--- src/rtl/rv32i_pkg.sv ---
// Shared RV32I core definitions: datapath widths, ALU funct3 encodings and the
// ID/EX pipeline register layout.
package rv32i_pkg;

  localparam int XLEN       = 32;
  localparam int REG_ADDR_W = 5;

  typedef enum logic [2:0] {
    ALU_ADD  = 3'b000,
    ALU_SLL  = 3'b001,
    ALU_SLT  = 3'b010,
    ALU_SLTU = 3'b011,
    ALU_XOR  = 3'b100,
    ALU_SR   = 3'b101,
    ALU_OR   = 3'b110,
    ALU_AND  = 3'b111
  } alu_op_t;

  typedef struct packed {
    logic [XLEN-1:0]       pc;
    logic [REG_ADDR_W-1:0] rs1_addr;
    logic [XLEN-1:0]       rs1_data;
    logic [REG_ADDR_W-1:0] rs2_addr;
    logic [XLEN-1:0]       rs2_data;
    logic [XLEN-1:0]       imm;
    logic [REG_ADDR_W-1:0] rd_addr;
    alu_op_t               op;
    logic                  sub_sra;
    logic                  use_imm;
    logic                  reg_write;
  } id_ex_t;

  // Immediate forms only carry a real funct7 bit for shifts; ADDI etc. reuse bit 30 as imm.
  function automatic logic sub_sra_of(input logic is_rtype, input alu_op_t op,
                                      input logic inst30);
    logic r;
    if (is_rtype) begin
      r = inst30;
    end else if (op == ALU_SR) begin
      r = inst30;
    end else begin
      r = 1'b0;
    end
    return r;
  endfunction

endpackage

--- src/rtl/id_ex_stage_if.sv ---
// Decode-to-execute handshake bundle: decoded instruction in, ALU operand set out.
interface id_ex_stage_if;
  import rv32i_pkg::*;

  logic                  in_valid;
  logic                  in_ready;
  logic [XLEN-1:0]       in_pc;
  logic [REG_ADDR_W-1:0] in_rs1_addr;
  logic [REG_ADDR_W-1:0] in_rs2_addr;
  logic [XLEN-1:0]       in_rs1_data;
  logic [XLEN-1:0]       in_rs2_data;
  logic [XLEN-1:0]       in_imm;
  logic [REG_ADDR_W-1:0] in_rd_addr;
  logic [2:0]            in_funct3;
  logic                  in_inst30;
  logic                  in_is_rtype;
  logic                  in_use_imm;
  logic                  in_reg_write;

  logic                  out_valid;
  logic                  out_ready;
  logic [XLEN-1:0]       alu_a;
  logic [XLEN-1:0]       alu_b;
  logic [2:0]            alu_op;
  logic                  alu_sub_sra;
  logic [XLEN-1:0]       store_data;
  logic [XLEN-1:0]       out_pc;
  logic [REG_ADDR_W-1:0] out_rd_addr;
  logic                  out_reg_write;

  modport master (
    output in_valid, in_pc, in_rs1_addr, in_rs2_addr, in_rs1_data, in_rs2_data,
           in_imm, in_rd_addr, in_funct3, in_inst30, in_is_rtype, in_use_imm,
           in_reg_write, out_ready,
    input  in_ready, out_valid, alu_a, alu_b, alu_op, alu_sub_sra, store_data,
           out_pc, out_rd_addr, out_reg_write
  );

  modport slave (
    input  in_valid, in_pc, in_rs1_addr, in_rs2_addr, in_rs1_data, in_rs2_data,
           in_imm, in_rd_addr, in_funct3, in_inst30, in_is_rtype, in_use_imm,
           in_reg_write, out_ready,
    output in_ready, out_valid, alu_a, alu_b, alu_op, alu_sub_sra, store_data,
           out_pc, out_rd_addr, out_reg_write
  );

endinterface

--- src/rtl/id_ex_stage_fwd_mux.sv ---
// Three-source operand select: EX/MEM result, then WB result, then the stored value.
module fwd_mux
  import rv32i_pkg::*;
(
  input  logic [REG_ADDR_W-1:0] addr,
  input  logic [XLEN-1:0]       stored_data,
  input  logic                  mem_valid,
  input  logic [REG_ADDR_W-1:0] mem_rd,
  input  logic [XLEN-1:0]       mem_data,
  input  logic                  wb_valid,
  input  logic [REG_ADDR_W-1:0] wb_rd,
  input  logic [XLEN-1:0]       wb_data,
  output logic [XLEN-1:0]       data
);

  logic addr_nz_s;

  assign addr_nz_s = (addr != {REG_ADDR_W{1'b0}});

  // Younger producer wins; x0 is never forwarded.
  always_comb begin
    data = stored_data;
    if (mem_valid && (mem_rd == addr) && addr_nz_s) begin
      data = mem_data;
    end else if (wb_valid && (wb_rd == addr) && addr_nz_s) begin
      data = wb_data;
    end else begin
      data = stored_data;
    end
  end

endmodule

--- src/rtl/id_ex_stage.sv ---
// ID/EX pipeline register: valid/ready capture with stall, flush, in-stall WB
// refresh of held operands, and output-side operand forwarding into the ALU.
module id_ex_stage
  import rv32i_pkg::*;
(
  input  logic                  clk,
  input  logic                  reset,
  input  logic                  flush,
  input  logic                  fwd_mem_valid,
  input  logic [REG_ADDR_W-1:0] fwd_mem_rd,
  input  logic [XLEN-1:0]       fwd_mem_data,
  input  logic                  fwd_wb_valid,
  input  logic [REG_ADDR_W-1:0] fwd_wb_rd,
  input  logic [XLEN-1:0]       fwd_wb_data,
  id_ex_stage_if.slave          bus
);

  localparam logic [REG_ADDR_W-1:0] X0 = {REG_ADDR_W{1'b0}};

  logic     valid_q, valid_d;
  id_ex_t   ex_q, ex_d;
  id_ex_t   captured_s;
  logic     in_ready_s;
  logic     load_s;
  logic [XLEN-1:0] rs1_fwd_s, rs2_fwd_s;

  assign in_ready_s = !valid_q || bus.out_ready;
  assign load_s     = bus.in_valid && in_ready_s && !flush;

  // Decoded fields as they will be stored; x0 reads are forced to zero.
  always_comb begin
    captured_s.pc        = bus.in_pc;
    captured_s.rs1_addr  = bus.in_rs1_addr;
    captured_s.rs1_data  = (bus.in_rs1_addr == X0) ? {XLEN{1'b0}} : bus.in_rs1_data;
    captured_s.rs2_addr  = bus.in_rs2_addr;
    captured_s.rs2_data  = (bus.in_rs2_addr == X0) ? {XLEN{1'b0}} : bus.in_rs2_data;
    captured_s.imm       = bus.in_imm;
    captured_s.rd_addr   = bus.in_rd_addr;
    captured_s.op        = alu_op_t'(bus.in_funct3);
    captured_s.sub_sra   = sub_sra_of(bus.in_is_rtype, alu_op_t'(bus.in_funct3), bus.in_inst30);
    captured_s.use_imm   = bus.in_use_imm;
    captured_s.reg_write = bus.in_reg_write;
  end

  // Next-state: flush beats load; a stalled entry picks up WB results for its sources.
  always_comb begin
    valid_d = valid_q;
    ex_d    = ex_q;
    if (flush) begin
      valid_d = 1'b0;
    end else if (load_s) begin
      valid_d = 1'b1;
      ex_d    = captured_s;
    end else if (valid_q && bus.out_ready) begin
      valid_d = 1'b0;
    end else if (valid_q) begin
      if (fwd_wb_valid && (fwd_wb_rd == ex_q.rs1_addr) && (ex_q.rs1_addr != X0)) begin
        ex_d.rs1_data = fwd_wb_data;
      end else begin
        ex_d.rs1_data = ex_q.rs1_data;
      end
      if (fwd_wb_valid && (fwd_wb_rd == ex_q.rs2_addr) && (ex_q.rs2_addr != X0)) begin
        ex_d.rs2_data = fwd_wb_data;
      end else begin
        ex_d.rs2_data = ex_q.rs2_data;
      end
    end else begin
      valid_d = valid_q;
    end
  end

  // Pipeline register with synchronous reset.
  always_ff @(posedge clk) begin
    if (reset) begin
      valid_q <= 1'b0;
      ex_q    <= id_ex_t'({$bits(id_ex_t){1'b0}});
    end else begin
      valid_q <= valid_d;
      ex_q    <= ex_d;
    end
  end

  fwd_mux u_fwd_rs1 (
    .addr        (ex_q.rs1_addr),
    .stored_data (ex_q.rs1_data),
    .mem_valid   (fwd_mem_valid),
    .mem_rd      (fwd_mem_rd),
    .mem_data    (fwd_mem_data),
    .wb_valid    (fwd_wb_valid),
    .wb_rd       (fwd_wb_rd),
    .wb_data     (fwd_wb_data),
    .data        (rs1_fwd_s)
  );

  fwd_mux u_fwd_rs2 (
    .addr        (ex_q.rs2_addr),
    .stored_data (ex_q.rs2_data),
    .mem_valid   (fwd_mem_valid),
    .mem_rd      (fwd_mem_rd),
    .mem_data    (fwd_mem_data),
    .wb_valid    (fwd_wb_valid),
    .wb_rd       (fwd_wb_rd),
    .wb_data     (fwd_wb_data),
    .data        (rs2_fwd_s)
  );

  assign bus.in_ready      = in_ready_s;
  assign bus.out_valid     = valid_q;
  assign bus.alu_a         = rs1_fwd_s;
  assign bus.alu_b         = ex_q.use_imm ? ex_q.imm : rs2_fwd_s;
  assign bus.alu_op        = ex_q.op;
  assign bus.alu_sub_sra   = ex_q.sub_sra;
  assign bus.store_data    = rs2_fwd_s;
  assign bus.out_pc        = ex_q.pc;
  assign bus.out_rd_addr   = ex_q.rd_addr;
  assign bus.out_reg_write = ex_q.reg_write && valid_q;

endmodule

--- src/flat_wrapper.sv ---
// flat-port wrapper written by rule: the top's interface ports become plain ports
module id_ex_stage_flat import rv32i_pkg::*;
  (clk, reset, flush, fwd_mem_valid, fwd_mem_rd, fwd_mem_data, fwd_wb_valid, fwd_wb_rd, fwd_wb_data, bus_in_valid, bus_in_pc, bus_in_rs1_addr, bus_in_rs2_addr, bus_in_rs1_data, bus_in_rs2_data, bus_in_imm, bus_in_rd_addr, bus_in_funct3, bus_in_inst30, bus_in_is_rtype, bus_in_use_imm, bus_in_reg_write, bus_out_ready, bus_in_ready, bus_out_valid, bus_alu_a, bus_alu_b, bus_alu_op, bus_alu_sub_sra, bus_store_data, bus_out_pc, bus_out_rd_addr, bus_out_reg_write);
  id_ex_stage_if bus_i ();
  input  logic clk;
  input  logic reset;
  input  logic flush;
  input  logic fwd_mem_valid;
  input  logic [REG_ADDR_W-1:0] fwd_mem_rd;
  input  logic [XLEN-1:0] fwd_mem_data;
  input  logic fwd_wb_valid;
  input  logic [REG_ADDR_W-1:0] fwd_wb_rd;
  input  logic [XLEN-1:0] fwd_wb_data;
  input wire logic [$bits(bus_i.in_valid)-1:0] bus_in_valid;
  input wire logic [$bits(bus_i.in_pc)-1:0] bus_in_pc;
  input wire logic [$bits(bus_i.in_rs1_addr)-1:0] bus_in_rs1_addr;
  input wire logic [$bits(bus_i.in_rs2_addr)-1:0] bus_in_rs2_addr;
  input wire logic [$bits(bus_i.in_rs1_data)-1:0] bus_in_rs1_data;
  input wire logic [$bits(bus_i.in_rs2_data)-1:0] bus_in_rs2_data;
  input wire logic [$bits(bus_i.in_imm)-1:0] bus_in_imm;
  input wire logic [$bits(bus_i.in_rd_addr)-1:0] bus_in_rd_addr;
  input wire logic [$bits(bus_i.in_funct3)-1:0] bus_in_funct3;
  input wire logic [$bits(bus_i.in_inst30)-1:0] bus_in_inst30;
  input wire logic [$bits(bus_i.in_is_rtype)-1:0] bus_in_is_rtype;
  input wire logic [$bits(bus_i.in_use_imm)-1:0] bus_in_use_imm;
  input wire logic [$bits(bus_i.in_reg_write)-1:0] bus_in_reg_write;
  input wire logic [$bits(bus_i.out_ready)-1:0] bus_out_ready;
  output wire logic [$bits(bus_i.in_ready)-1:0] bus_in_ready;
  output wire logic [$bits(bus_i.out_valid)-1:0] bus_out_valid;
  output wire logic [$bits(bus_i.alu_a)-1:0] bus_alu_a;
  output wire logic [$bits(bus_i.alu_b)-1:0] bus_alu_b;
  output wire logic [$bits(bus_i.alu_op)-1:0] bus_alu_op;
  output wire logic [$bits(bus_i.alu_sub_sra)-1:0] bus_alu_sub_sra;
  output wire logic [$bits(bus_i.store_data)-1:0] bus_store_data;
  output wire logic [$bits(bus_i.out_pc)-1:0] bus_out_pc;
  output wire logic [$bits(bus_i.out_rd_addr)-1:0] bus_out_rd_addr;
  output wire logic [$bits(bus_i.out_reg_write)-1:0] bus_out_reg_write;
  assign bus_i.in_valid = bus_in_valid;
  assign bus_i.in_pc = bus_in_pc;
  assign bus_i.in_rs1_addr = bus_in_rs1_addr;
  assign bus_i.in_rs2_addr = bus_in_rs2_addr;
  assign bus_i.in_rs1_data = bus_in_rs1_data;
  assign bus_i.in_rs2_data = bus_in_rs2_data;
  assign bus_i.in_imm = bus_in_imm;
  assign bus_i.in_rd_addr = bus_in_rd_addr;
  assign bus_i.in_funct3 = bus_in_funct3;
  assign bus_i.in_inst30 = bus_in_inst30;
  assign bus_i.in_is_rtype = bus_in_is_rtype;
  assign bus_i.in_use_imm = bus_in_use_imm;
  assign bus_i.in_reg_write = bus_in_reg_write;
  assign bus_i.out_ready = bus_out_ready;
  assign bus_in_ready = bus_i.in_ready;
  assign bus_out_valid = bus_i.out_valid;
  assign bus_alu_a = bus_i.alu_a;
  assign bus_alu_b = bus_i.alu_b;
  assign bus_alu_op = bus_i.alu_op;
  assign bus_alu_sub_sra = bus_i.alu_sub_sra;
  assign bus_store_data = bus_i.store_data;
  assign bus_out_pc = bus_i.out_pc;
  assign bus_out_rd_addr = bus_i.out_rd_addr;
  assign bus_out_reg_write = bus_i.out_reg_write;
  id_ex_stage u_core (.clk(clk), .reset(reset), .flush(flush), .fwd_mem_valid(fwd_mem_valid), .fwd_mem_rd(fwd_mem_rd), .fwd_mem_data(fwd_mem_data), .fwd_wb_valid(fwd_wb_valid), .fwd_wb_rd(fwd_wb_rd), .fwd_wb_data(fwd_wb_data), .bus(bus_i));
endmodule
--- config.mk ---
export PLATFORM = sky130hd
export DESIGN_NAME = id_ex_stage_flat
export DESIGN_NICKNAME = d
export VERILOG_FILES = /design/src/rtl/rv32i_pkg.sv /design/src/rtl/id_ex_stage_if.sv /design/src/rtl/id_ex_stage_fwd_mux.sv /design/src/rtl/id_ex_stage.sv /design/src/flat_wrapper.sv
export SDC_FILE = /design/constraint.sdc
export NUM_CORES = 1
export LEC_CHECK = 0
export ABC_AREA = 0
export BUFFER_PORTS_ARGS = -buffer_cell sky130_fd_sc_hd__buf_2
export CORE_MARGIN = 3
export CORE_UTILIZATION = 30
export DETAILED_ROUTE_END_ITERATION = 7
export PLACE_DENSITY = 0.56
export SYNTH_ARGS = -nofsm -noshare
export SYNTH_HDL_FRONTEND = slang
export SYNTH_SLANG_ARGS = --single-unit
--- constraint.sdc ---
create_clock -name clk -period 2 [get_ports clk]
set_clock_uncertainty 0.15 [all_clocks]
set_input_delay 0.2 -clock clk [delete_from_list [all_inputs] [get_ports clk]]
set_output_delay 0.2 -clock clk [all_outputs]
set_load 0.1 [all_outputs]
Word level (Yosys, flattened, before mapping). Index checks and enable logic that the tools add are counted.

Register bits: 150. Bits of input ports: 231. Output and inout bits: 140. Word-level logic and storage cells: 60.

Eq/ne operators: 6. Multiplexer cells: 17. Bitwise gates (word level): 1. Reductions and logical operators: 24.

Operators with widths (number): two-way mux 32 bit (13); == test 5 bit (4); logical AND 1 bit (12); logical NOT 5 bit (2); nonzero test 5 bit (2); two-way mux 1 bit (4); nonzero test 2 bit (2); == test 3 bit (second input constant) (1); AND reduction 3 bit (1); logical NOT 1 bit (2); != test 2 x 1 -> 1 bit (second input constant) (1); AND reduction 2 bit (1); OR reduction 2 bit (1); logical OR 1 bit (1); NOT 1 bit (1).

Logic depth before layout (Yosys ltp).
Word-level depth: 7. Depth in mapped cells: 8. Depth with buffers taken out: 6.

Hierarchy. A second synthesis with hierarchy kept.

Cell total of the unflattened synthesis: 1188. Area, all modules: 9836.9 um2.

By module, submodules not included: id_ex_stage (times used 1, cells an instance 792, area each 7529.7 um2, seq. area each 3002.9 um2); fwd_mux (times used 2, cells an instance 198, area each 1153.6 um2, seq. area each 0.0 um2).

Worst setup path after synthesis. OpenSTA, ideal clock, no wires.

Path type: reg2out. Start: reg u_core.ex_q[75] (netlist bit). End: out bus_alu_b[13]. Arrival time: 3871 ps. Data required time: 1650 ps. Path slack: -2221 ps. Cell stages (with the launch flop): 7. Path buffers: 1. Cells stage by stage: dfxtp_1 -> or4_4 -> o211ai_2 -> buf_2 -> o21ai_0 -> a31oi_1 -> mux2_2.

Longest elaborated chain between the ends: 6. Elaborated cells between the ends (all ways): 10. Those cells by class: eq/ne (2); mux (3); reduce/logical (5).

Ends and longest elaborated chain: start, declared (RTL line id_ex_stage.sv:21) `id_ex_t ex_q, ex_d;`; start signal, assigned (RTL line id_ex_stage.sv:76) `ex_q <= id_ex_t'({$bits(id_ex_t){1'b0}});`; == test 5 bit (RTL line id_ex_stage_fwd_mux.sv:25) `end else if (wb_valid && (wb_rd == addr) && addr_nz_s) begin`; logical AND 1 bit (2 in a row) (RTL line id_ex_stage_fwd_mux.sv:25); two-way mux 32 bit; two-way mux 32 bit * (RTL line id_ex_stage_fwd_mux.sv:23) `if (mem_valid && (mem_rd == addr) && addr_nz_s) begin`; via bus_store_data[13] (RTL line flat_wrapper.sv:34) `output wire logic [$bits(bus_i.store_data)-1:0] bus_store_data;`; two-way mux 32 bit * (RTL line id_ex_stage.sv:110) `assign bus.alu_b = ex_q.use_imm ? ex_q.imm : rs2_fwd_s;`; end, declared (RTL line flat_wrapper.sv:31) `output wire logic [$bits(bus_i.alu_b)-1:0] bus_alu_b;`.

The timed path passes the listed nets; every way through them passes the cells marked *.

Worst setup path in the final report.
Start: reg u_core.ex_q[114] (netlist bit). End: out bus_alu_a[20].

Longest elaborated chain between the ends: 5. Elaborated cells between the ends (all ways): 9. Those cells by class: eq/ne (2); mux (2); reduce/logical (5).

Ends and longest elaborated chain: == test 5 bit (RTL line id_ex_stage_fwd_mux.sv:25); logical AND 1 bit (2 in a row) (RTL line id_ex_stage_fwd_mux.sv:25); two-way mux 32 bit; two-way mux 32 bit * (RTL line id_ex_stage_fwd_mux.sv:23); end, declared (RTL line flat_wrapper.sv:30) `output wire logic [$bits(bus_i.alu_a)-1:0] bus_alu_a;`.

Mark *: on every way between the ends. The rest lies on a longest branch, timed or not.

==> flow_summary.html <==
<table>
<tr><th>Metric</th><th>Value</th></tr>
<tr><th colspan="2">Setup path</th></tr>
<tr><td>Buffers &amp; Inverters on Critical Path</td><td>3</td></tr>
<tr><td>End of the worst register-to-register path</td><td>u_core.ex_q[90]</td></tr>
<tr><td>Worst Setup Start Kind</td><td>flop</td></tr>
<tr><td>Data required, critical path</td><td>1650 ps</td></tr>
<tr><td>Master of the slowest instance on the critical path</td><td>sky130_fd_sc_hd__or4_4</td></tr>
<tr><td>Setup slack of the worst register-to-register path</td><td>-400 ps</td></tr>
<tr><td>Type of the worst setup path</td><td>reg2out</td></tr>
<tr><td>Worst flop-to-flop path startpoint</td><td>u_core.ex_q[114]</td></tr>
<tr><td>Maximum single-stage delay on the critical path</td><td>570 ps</td></tr>
<tr><td>Worst reg-to-reg path cell count</td><td>10</td></tr>
<tr><td>Critical Path Stages</td><td>8</td></tr>
<tr><td>Critical path launch point</td><td>u_core.ex_q[114]</td></tr>
<tr><td>Critical path's top delay family</td><td>simple AND/OR/NAND/NOR gates</td></tr>
<tr><td>Critical Path Sink Type</td><td>primary output</td></tr>
<tr><td>Cell Chain, Critical Path</td><td>or4_4, o211ai_4, nor2_4, buf_12, buf_16, mux2i_4, mux2i_4, buf_12</td></tr>
<tr><td>Capture point of the worst path</td><td>bus_alu_a[20]</td></tr>
<tr><td>Endpoint arrival time on the critical path</td><td>2650 ps</td></tr>
<tr><td>CP Max Fanout</td><td>6</td></tr>
<tr><th colspan="2">Logic synthesis</th></tr>
<tr><td>Most frequently used flop master after synthesis</td><td>sky130_fd_sc_hd__dfxtp_1</td></tr>
<tr><td>Flip-flop and latch count after synthesis</td><td>150</td></tr>
<tr><td>Multiplexer share of the synthesized area</td><td>0.0849</td></tr>
<tr><td>Synth Area in Compound Gates</td><td>0.240</td></tr>
<tr><td>Library cell with the largest summed area after synthesis</td><td>sky130_fd_sc_hd__dfxtp_1</td></tr>
<tr><td>Cell area after synthesis</td><td>8730 um2</td></tr>
<tr><td>Ranking of synthesized cells by area</td><td>sky130_fd_sc_hd__dfxtp_1, sky130_fd_sc_hd__nand2_1, sky130_fd_sc_hd__a21oi_1</td></tr>
<tr><td>Leading post-synthesis cells by instance count</td><td>sky130_fd_sc_hd__nand2_1, sky130_fd_sc_hd__dfxtp_1, sky130_fd_sc_hd__a21oi_1, sky130_fd_sc_hd__clkbuf_1, sky130_fd_sc_hd__nor2_1</td></tr>
<tr><td>Sequential cell area fraction in the yosys report</td><td>0.344</td></tr>
<tr><td>Most instantiated library cell after synthesis</td><td>sky130_fd_sc_hd__nand2_1</td></tr>
<tr><td>Largest family of logic cells by synthesized area</td><td>compound AO/OA/AOI/OAI gates</td></tr>
<tr><td>Post-synthesis adder-cell area fraction</td><td>0</td></tr>
<tr><td>Number of unique standard cell types used by synthesis</td><td>41</td></tr>
<tr><td>Yosys warning count</td><td>0</td></tr>
<tr><td>Synthesized net count</td><td>1378</td></tr>
<tr><td>Simple-Gate Fraction of Synth Area</td><td>0.222</td></tr>
<tr><td>Share of flip-flops with an asynchronous set or reset</td><td>0</td></tr>
<tr><td>Post-synthesis xor/xnor area fraction</td><td>0.0201</td></tr>
<tr><td>Fraction of synthesized cell area taken by the top area cell type</td><td>0.344</td></tr>
<tr><td>Average cell area after synthesis</td><td>7.61 um2</td></tr>
<tr><td>Post-synthesis instance total</td><td>1147</td></tr>
<tr><td>Number of flops mapped to enable cells by yosys</td><td>0</td></tr>
<tr><th colspan="2">Placed design</th></tr>
<tr><td>Post-DP HPWL</td><td>30200 um</td></tr>
<tr><td>GP Congestion</td><td>0.878</td></tr>
<tr><td>Setup Slack @ Placement</td><td>-650 ps</td></tr>
<tr><td>Number of port buffers</td><td>370</td></tr>
<tr><td>Post-detailed-placement cell area</td><td>14200 um2</td></tr>
<tr><th colspan="2">Route</th></tr>
<tr><td>Remaining antenna violation count</td><td>0</td></tr>
<tr><td>DRC violation count after routing</td><td>0</td></tr>
<tr><td>WL per Instance</td><td>21.7 um</td></tr>
<tr><td>Mean number of vias per cell</td><td>5.36</td></tr>
<tr><td>DR pass1 iterations</td><td>8</td></tr>
<tr><td>Via count</td><td>11300</td></tr>
<tr><td>Total length of routed wires</td><td>45600 um</td></tr>
<tr><td>Starting DRC count in detailed routing</td><td>756</td></tr>
<tr><th colspan="2">Final layout</th></tr>
<tr><td>FF/Latch Area</td><td>3010 um2</td></tr>
<tr><td>Growth of design area from synthesis to finish</td><td>111%</td></tr>
<tr><td>Cell area after layout</td><td>18500 um2</td></tr>
<tr><td>Area of combinational cells with multiple inputs</td><td>7290 um2</td></tr>
<tr><td>Filler cell count</td><td>2246</td></tr>
<tr><td>Utilization of the core after routing</td><td>0.654</td></tr>
<tr><td>Share of cells above drive strength 1</td><td>0.550</td></tr>
<tr><td>Final net count</td><td>1938</td></tr>
<tr><th colspan="2">Floorplanning</th></tr>
<tr><td>Effective utilization at floorplan</td><td>0.309</td></tr>
<tr><td>Die boundary height</td><td>177 um</td></tr>
<tr><td>Cell Rows</td><td>61</td></tr>
<tr><td>Total die area</td><td>31200 um2</td></tr>
<tr><td>Horizontal die dimension</td><td>177 um</td></tr>
<tr><td>Placeable core region</td><td>28200 um2</td></tr>
<tr><td>I/O pin cnt</td><td>371</td></tr>
<tr><th colspan="2">Timing</th></tr>
<tr><td>Setup violation total in the final timing report</td><td>160</td></tr>
<tr><td>Achievable clock frequency</td><td>334 MHz</td></tr>
<tr><td>Hold Violations, Final</td><td>0</td></tr>
<tr><td>Period minus WS final</td><td>3000 ps</td></tr>
<tr><td>Final clock period utilization by the worst path</td><td>1.50</td></tr>
<tr><td>Min setup slack post-route</td><td>-996 ps</td></tr>
<tr><td>RSZ-0062 raised after global routing</td><td>true</td></tr>
<tr><td>Final-report max-slew violation count</td><td>0</td></tr>
<tr><td>Slew at the pin closest to its max-slew limit</td><td>868 ps</td></tr>
<tr><td>Relative slew slack</td><td>0.421</td></tr>
<tr><th colspan="2">Clock network</th></tr>
<tr><td>Clock transition at the registers of the reported paths</td><td>70 ps</td></tr>
<tr><td>Htree depth</td><td>4</td></tr>
<tr><td>Cell at the root of the clock tree</td><td>sky130_fd_sc_hd__clkbuf_16</td></tr>
<tr><td>CTS tree</td><td>built</td></tr>
<tr><td>Longest Clk Path Bufs</td><td>2</td></tr>
<tr><td>Clock Sink Count</td><td>150</td></tr>
<tr><td>Clk Latency, worst-skew pair</td><td>430 ps</td></tr>
<tr><td>Inserted Clock Buffers</td><td>17</td></tr>
<tr><th colspan="2">Status</th></tr>
<tr><td>Violated checks</td><td>negative setup slack</td></tr>
<tr><td>Result of the run</td><td>complete, but fails checks</td></tr>
<tr><th colspan="2">Worst hold path</th></tr>
<tr><td>Worst hold stages</td><td>3</td></tr>
<tr><td>Min-Delay Path Class</td><td>in2reg</td></tr>
<tr><th colspan="2">Global route</th></tr>
<tr><td>Maximum number of pins on one net before global-route repair</td><td>73</td></tr>
<tr><td>First-pass GRT wire length</td><td>66400 um</td></tr>
<tr><td>Number of global-route vias before repair</td><td>11500</td></tr>
<tr><td>Total congestion overflow after global routing</td><td>0</td></tr>
<tr><td>Antenna violations before repair</td><td>7</td></tr>
<tr><td>Total global routing track utilization</td><td>0.274</td></tr>
<tr><th colspan="2">Pwr</th></tr>
<tr><td>Total power after layout</td><td>11.0 mW</td></tr>
<tr><td>Largest vdd supply drop</td><td>553 uV</td></tr>
<tr><td>Lkg Pwr</td><td>7.09 nW</td></tr>
<tr><td>PD cells</td><td>596 nW/um2</td></tr>
<tr><th colspan="2">Flow run</th></tr>
<tr><td>Max cap viols</td><td>0</td></tr>
</table>
worst register-to-register path, stage by stage, from the launching register on:
cell	delay, ps
sky130_fd_sc_hd__dfxtp_2	320
sky130_fd_sc_hd__or4_4	570
sky130_fd_sc_hd__o211ai_4	280
sky130_fd_sc_hd__nor2_4	90
sky130_fd_sc_hd__buf_12	160
sky130_fd_sc_hd__buf_12	150
sky130_fd_sc_hd__buf_6	120
sky130_fd_sc_hd__buf_6	120
sky130_fd_sc_hd__buf_6	110
sky130_fd_sc_hd__o21ai_4	150
sky130_fd_sc_hd__a2111oi_4	80
cell type report:
| class | instances | area share |
|---|---|---|
| multi-input cells | 839 | 0.395 |
| repair buffers | 691 | 0.380 |
| flip-flops and latches | 150 | 0.163 |
| well taps | 378 | 0.0256 |
| clock buffers | 17 | 0.0230 |
| clock inverters | 15 | 0.0110 |
| inverters | 8 | 0.00183 |
| diodes | 4 | 0.000542 |
per-layer routing:
layer / GRT usage / routed length (um)
met5: 0 / 46
met4: 0.107 / 1760
met3: 0.0630 / 3300
met2: 0.492 / 23100
met1: 0.314 / 17400
worst min path at each step:
stage,startpoint,to,slack (ps)
3_5_place_dp,u_core.bus.out_pc[16],u_core.bus.out_pc[16],290
2_1_floorplan,bus_in_rs1_addr[0],u_core.ex_q[112],180
4_1_cts,bus_in_rs2_data[13],u_core.ex_q[56],0.2
6_report,bus_in_rs2_data[13],u_core.ex_q[56],30
5_1_grt,bus_in_rs1_data[31],u_core.ex_q[111],40
3_3_place_gp,u_core.bus.out_rd_addr[4],u_core.bus.out_rd_addr[4],290
registers in the layout, indices dropped and copies added, names as in the netlist:
signal	count
u_core.bus.out_pc	32
u_core.bus.alu_sub_sra	1
u_core.bus.out_rd_addr	5
u_core.bus.alu_op	3
u_core.ex_q	108
u_core.bus.out_valid	1
layout by cell type, fill, tap and decap left out, drive strengths merged, types with 32 or more instances in the layout:
cell type / synthesis / layout
buf: 61 / 565
nand2: 198 / 198
dfxtp: 150 / 150
dlygate4sd3: 0 / 119
a21oi: 119 / 119
o21ai: 83 / 83
nor2: 64 / 64
a31oi: 39 / 39
a211oi: 39 / 39
mux2i: 38 / 38
nor3: 35 / 35
mux2: 32 / 32
nand3: 32 / 32
stage by stage:
step,setup TNS [ps],std cells,hold WS (ps)
2_1_floorplan,-87200,1147,178
3_3_place_gp,-46310,1893,288
3_5_place_dp,-49970,1893,293
4_1_cts,-102080,2074,0.214
5_1_grt,-106480,2102,40.9
6_report,-96760,2102,27.9
kinds of logic (layout without fill, tap and decap cells):
| family | count (synthesis) | in the layout |
|---|---|---|
| compound gates | 328 | 328 |
| xor+xnor | 20 | 20 |
| buf+inv | 158 | 731 |
| flops | 150 | 150 |
| mux | 70 | 70 |
| other cells | 0 | 4 |
| simple gates | 421 | 421 |
power by group:
group,internal (mW),switching (mW),leakage [nW]
combinational,1.70,2.59,5.56
clock,1.82,1.65,0.306
sequential,3.13,0.106,1.23
total,6.66,4.34,7.09
timing repair:
| action | in CTS | in global routing |
|---|---|---|
| hold buffers | 119 | 0 |
| setup endpoints to repair | 160 | 160 |
| resized for setup | 192 | 200 |
| setup buffers | 28 | 34 |
| pin swaps | 50 | 82 |
| gates cloned | 8 | 7 |
| hold endpoints to repair | 118 | 0 |
Power figures use the tool's default switching activity.
